==> config.mk <==
export PLATFORM = sky130hd
export DESIGN_NAME = icache
export DESIGN_NICKNAME = d
export VERILOG_FILES = /design/src/rtl/cpu_types_pkg.sv /design/src/rtl/icache_frame_array.sv /design/src/rtl/icache.sv
export SDC_FILE = /design/constraint.sdc
export NUM_CORES = 1
export LEC_CHECK = 0
export CAP_MARGIN = 20
export CORE_MARGIN = 2
export CORE_UTILIZATION = 40
export CTS_BUF_LIST = sky130_fd_sc_hd__clkbuf_2 sky130_fd_sc_hd__clkbuf_4 sky130_fd_sc_hd__clkbuf_8
export CTS_CLUSTER_DIAMETER = 150
export DETAILED_ROUTE_END_ITERATION = 7
export PLACE_DENSITY = 0.59
export SKIP_LAST_GASP = 1
export SYNTH_ARGS = -nofsm -noshare
export SYNTH_HDL_FRONTEND = slang
export SYNTH_SLANG_ARGS = --single-unit
==> constraint.sdc <==
create_clock -name CLK -period 12.6 [get_ports CLK]
set_clock_uncertainty 0.15 [all_clocks]
set_input_delay 3.15 -clock CLK [delete_from_list [all_inputs] [get_ports CLK]]
set_output_delay 3.15 -clock CLK [all_outputs]
set_load 0.01 [all_outputs]
==> src/rtl/cpu_types_pkg.sv <==
// Shared types for the instruction cache: address split, frame layout, FSM states.
package cpu_types_pkg;

  localparam int ICACHE_SETS  = 16;
  localparam int ICACHE_IDX_W = $clog2(ICACHE_SETS);
  localparam int ICACHE_TAG_W = 32 - ICACHE_IDX_W - 2;

  typedef struct packed {
    logic [ICACHE_TAG_W-1:0] tag;
    logic [ICACHE_IDX_W-1:0] idx;
    logic [1:0]              bytoff;
  } icachef_t;

  typedef struct packed {
    logic                    valid;
    logic [ICACHE_TAG_W-1:0] tag;
    logic [31:0]             data;
  } icache_frame_t;

  typedef enum logic {
    IDLE = 1'b0,
    FILL = 1'b1
  } icache_state_t;

endpackage

==> src/rtl/icache_frame_array.sv <==
// Frame storage: combinational read port, synchronous write port.
// Only the valid bits are reset; tag/data are don't-care until their frame is valid.
module icache_frame_array #(
  parameter int SETS  = 16,
  parameter int IDX_W = $clog2(SETS),
  parameter int TAG_W = 32 - IDX_W - 2
) (
  input  logic             CLK,
  input  logic             RST,
  input  logic [IDX_W-1:0] rd_idx,
  output logic             rd_valid,
  output logic [TAG_W-1:0] rd_tag,
  output logic [31:0]      rd_data,
  input  logic             wen,
  input  logic [IDX_W-1:0] wr_idx,
  input  logic [TAG_W-1:0] wr_tag,
  input  logic [31:0]      wr_data
);

  logic [SETS-1:0]  valid_q;
  logic [TAG_W-1:0] tag_mem  [SETS];
  logic [31:0]      data_mem [SETS];

  always_ff @(posedge CLK or posedge RST) begin
    if (RST) begin
      valid_q <= '0;
    end else if (wen) begin
      valid_q[wr_idx] <= 1'b1;
    end
  end

  always_ff @(posedge CLK) begin
    if (wen) begin
      tag_mem[wr_idx]  <= wr_tag;
      data_mem[wr_idx] <= wr_data;
    end
  end

  assign rd_valid = valid_q[rd_idx];
  assign rd_tag   = tag_mem[rd_idx];
  assign rd_data  = data_mem[rd_idx];

endmodule

==> src/rtl/icache.sv <==
// Direct-mapped, one-word-per-block instruction cache with a single outstanding fill.
// Optional hit/miss counters are built only when ICACHE_STATS_EN is defined.
module icache
  import cpu_types_pkg::*;
#(
  parameter int SETS = 16
) (
  input  logic        CLK,
  input  logic        RST,
  input  logic        imemREN,
  input  logic [31:0] imemaddr,
  output logic        ihit,
  output logic [31:0] imemload,
  output logic        iREN,
  output logic [31:0] iaddr,
  input  logic        iwait,
  input  logic [31:0] iload,
  output logic [31:0] hit_count,
  output logic [31:0] miss_count
);

  localparam int IDX_W = $clog2(SETS);
  localparam int TAG_W = 32 - IDX_W - 2;

  icache_state_t    state_q, state_d;
  logic [29:0]      miss_word_q, miss_word_d;
  logic [IDX_W-1:0] req_idx;
  logic [TAG_W-1:0] req_tag;
  logic             rd_valid;
  logic [TAG_W-1:0] rd_tag;
  logic [31:0]      rd_data;
  logic             hit;
  logic             fill_done;
  logic             miss_start;
  logic             unused_byte_off;

  assign req_idx         = imemaddr[IDX_W+1:2];
  assign req_tag         = imemaddr[31:IDX_W+2];
  assign unused_byte_off = ^imemaddr[1:0];

  icache_frame_array #(
    .SETS  (SETS),
    .IDX_W (IDX_W),
    .TAG_W (TAG_W)
  ) u_frames (
    .CLK      (CLK),
    .RST      (RST),
    .rd_idx   (req_idx),
    .rd_valid (rd_valid),
    .rd_tag   (rd_tag),
    .rd_data  (rd_data),
    .wen      (fill_done),
    .wr_idx   (miss_word_q[IDX_W-1:0]),
    .wr_tag   (miss_word_q[29:IDX_W]),
    .wr_data  (iload)
  );

  // Memory-side outputs depend only on FILL state and miss_word_q, never on imemaddr.
  always_comb begin
    state_d     = state_q;
    miss_word_d = miss_word_q;
    hit         = 1'b0;
    fill_done   = 1'b0;
    miss_start  = 1'b0;
    ihit        = 1'b0;
    imemload    = '0;
    iREN        = 1'b0;
    iaddr       = '0;
    case (state_q)
      IDLE: begin
        hit  = imemREN && rd_valid && (rd_tag == req_tag);
        ihit = hit;
        if (hit) begin
          imemload = rd_data;
        end else if (imemREN) begin
          miss_start  = 1'b1;
          miss_word_d = imemaddr[31:2];
          state_d     = FILL;
        end
      end
      FILL: begin
        iREN  = 1'b1;
        iaddr = {miss_word_q, 2'b00};
        if (!iwait) begin
          fill_done = 1'b1;
          state_d   = IDLE;
        end
      end
    endcase
  end

  always_ff @(posedge CLK or posedge RST) begin
    if (RST) begin
      state_q     <= IDLE;
      miss_word_q <= '0;
    end else begin
      state_q     <= state_d;
      miss_word_q <= miss_word_d;
    end
  end

`ifdef ICACHE_STATS_EN
  logic [31:0] hit_count_q, hit_count_d;
  logic [31:0] miss_count_q, miss_count_d;

  always_comb begin
    hit_count_d  = hit_count_q;
    miss_count_d = miss_count_q;
    if (hit && (hit_count_q != 32'hFFFF_FFFF)) begin
      hit_count_d = hit_count_q + 32'd1;
    end
    if (miss_start && (miss_count_q != 32'hFFFF_FFFF)) begin
      miss_count_d = miss_count_q + 32'd1;
    end
  end

  always_ff @(posedge CLK or posedge RST) begin
    if (RST) begin
      hit_count_q  <= '0;
      miss_count_q <= '0;
    end else begin
      hit_count_q  <= hit_count_d;
      miss_count_q <= miss_count_d;
    end
  end

  assign hit_count  = hit_count_q;
  assign miss_count = miss_count_q;
`else
  assign hit_count  = '0;
  assign miss_count = '0;
`endif

endmodule

==> metrics.txt <==
top cell type's share of synthesized area=72.1%; main combinational cell family by area after synthesis=multiplexers; Worst-Skew Late Latency=0.79 ns; run status=finished, final reports clean; CP max FO=56; max layer used=met5; layout cells sized above 1=29.0%; post-synthesis adder-cell area fraction=0%; Lkg Pwr=0.0144 µW; Max Slew Vio Count=0; Synth Area in XOR/XNOR=0.521%; Slew HR=24.6%; WHS Path Cells=1; Die W=315 µm; WL met2=44.9 mm; Critical Path Stages=12; vias per cell=5.34; R2R cell count=9; synthesized area per cell=21.9 µm²; Setup CP Type=primary input to output pin; vias in the first global route=19,061; RR Endpoint=miss_word_q[6]; Final Setup Violations=0; Register Area=29,000 µm²; CTS tree=built; Area contributors post-synth=edfxtp_1 (72%), mux4_2 (14%), dfrtp_1 (3.0%); Simple-Gate Fraction of Synth Area=2.91%; final period utilization=around 85%; RR Startpoint=u_frames.tag_mem[3][16]; final WL=between 90 and 100 mm; Routed Antenna Nets=0; HP Class=flop to flop; Tot GR Track Use=around 18%; DRT Pass-1 Iters=5; #FFs+latches synth=slightly below 1,000; num rows=114; post-route setup TNS=0 ns; FMAX=93.8 MHz; Final #Nets=2,081; fillers=8,069; Crit path max-delay family=buffers and inverters; Req. time, crit path=9.30 ns; synth unique cells=57; CTS buffer count=159; WHS=0.316 ns; first-pass GRT wire length=between 100 and 150 mm; WP data arrival=7.37 ns; Initial Utilization=between 40% and 50%; Yosys top cell by area=edfxtp_1; Crit path largest cell delay=about 0.62 ns; cell count after synthesis=1,769; Die ar.=about 99,000 µm²; DR WL/cell=26.6 µm; startpoint types=primary input; Gates resized, CTS repair=0; H-tree levels=4; Worst path slowest cell=or4b_2; port buffer count=129; pin count of the biggest net entering global routing=111; ys async rst share=about 4.8%; Clock Tree Buf Depth=3; Cell Area, Synth=~39,000 µm²; Via Count=18,224; total gr overflow=0; worst path cell trace=buf_8 -> buf_4 -> mux4_2 -> or4b_2 -> nand4_1 -> or3_1 -> nand4_1 -> nor4_1 -> nand4b_1 -> buf_4 -> nor2b_1 -> clkdlybuf4s50_1; worst-margin pin slew=approximately 1.1 ns; Detailed Place HPWL=46.0 mm; PwrDens=159 nW/µm²; met3 routed WL=5.16 mm; area delta synth->final=14.8%; RSZ-0062 raised after global routing=false; Post-synth EDFFs=slightly above 900; sequential share of the synthesized area=75.1%; I/O pins=198; Clock Sinks=slightly below 1,000; clk root buf=clkbuf_8; Critical Path Start=imemaddr[2]; mux contribution to synthesized area=17.6%; CTS Hold Bufs=0; Post-CTS Setup Inserts=0; Worst-path clk slew=about 0.060 ns; DR iter-0 viols=1,517; Die Span Y=315 µm; min cycle time layout=between 10 and 15 ns; Critical Path Sink Type=output pin; Multi-input gate area=8960 µm²; antenna violations before repair=9; maxcap violations=0; predominant post-synthesis flop cell=edfxtp_1; Worst Path Buf+Inv=4; wire length on met1=39.1 mm; Ys Warns=0; post-synthesis compound-gate area fraction=1.21%; Setup crit end=imemload[25]; DRC=0; internal reg-to-reg setup slack=roughly 8.3 ns; Max VDD drop=between 0.0001 and 0.00015 V; GP Congestion=roughly 0.71; core area=96,300 µm²; final hold viol count=0
[stage by stage]
stage          worst slack [ns]  cell area [µm²]  util, %  total power (µW)  std cells
4_1_cts                    1.88            44400     46.1              7150       3410
6_report                   1.93            44400     46.1              7080       3413
3_3_place_gp               1.86            41200     42.8              4460       3126
5_1_grt                    1.67            44400     46.1              7340       3412
2_1_floorplan              3.57            38900        -              4250       1834
3_5_place_dp               1.89            41300     42.9              4490       3127
[layout make-up]
| cell class | instances | share of cell area [%] |
|---|---|---|
| diodes | 2 | 0.0113 |
| inverters | 6 | 0.0536 |
| well taps | 1276 | 3.60 |
| clock buffers | 229 | 6.30 |
| clock inverters | 54 | 0.665 |
| repair buffers | 171 | 3.74 |
| multi-input cells | 700 | 20.2 |
| flip-flops and latches | 975 | 65.4 |
[synthesized netlist by cell type (all sizes together) (9+ instances only)]
cell type,n
edfxtp,928
mux4,247
buf,129
mux2i,70
dfrtp,47
nor2b,43
mux2,38
and2,34
nor2,27
clkbuf,24
nand2,21
or2,18
xnor2,17
nor3,10
nand2b,9
[registers in the layout, summed over array words and instances (netlist names)]
signal,cells
u_frames.data_mem,512
state_q,1
u_frames.tag_mem,416
u_frames.valid_q,16
miss_word_q,30
[cell usage in the layout, fill, tap and decap left out, drive strengths merged, types with 27 or more instances in the layout]
cell type and count:
mux4 247, clkdlybuf4s50 125, edfxtp 928, buf 46, nor2 27, conb 66, clkbuf 229, nor2b 43
clkinv 48, mux2 38, and2 34, dfrtp 47, mux2i 70
[worst min-delay path by stage]
stage | from | end | slack (ns)
2_1_floorplan | u_frames.valid_q[14] | u_frames.valid_q[14] | 0.28
3_3_place_gp | u_frames.valid_q[14] | u_frames.valid_q[14] | 0.30
3_5_place_dp | u_frames.valid_q[8] | u_frames.valid_q[8] | 0.30
4_1_cts | u_frames.valid_q[8] | u_frames.valid_q[8] | 0.31
5_1_grt | u_frames.valid_q[3] | u_frames.valid_q[3] | 0.32
6_report | u_frames.valid_q[0] | u_frames.valid_q[0] | 0.32
[report_power, final]
group	total, µW	internal, µW	switching, µW
Clock	2670	1460	1210
Combinational	535	250	285
Sequential	3870	3750	119
[logic make-up after synthesis]
family	count (synthesis)
xor+xnor	23
mux	355
other cells	1
buf+inv	159
compound gates	60
flops	975
simple gates	196
[per-layer routing]
layer  up-vias  GRT usage, %
met4        12          5.03
li1       7705             -
met5         -             0
met3       130          3.70
met1      9760          25.5
met2       617          30.0
No activity file was read; power rests on OpenSTA's default activity.
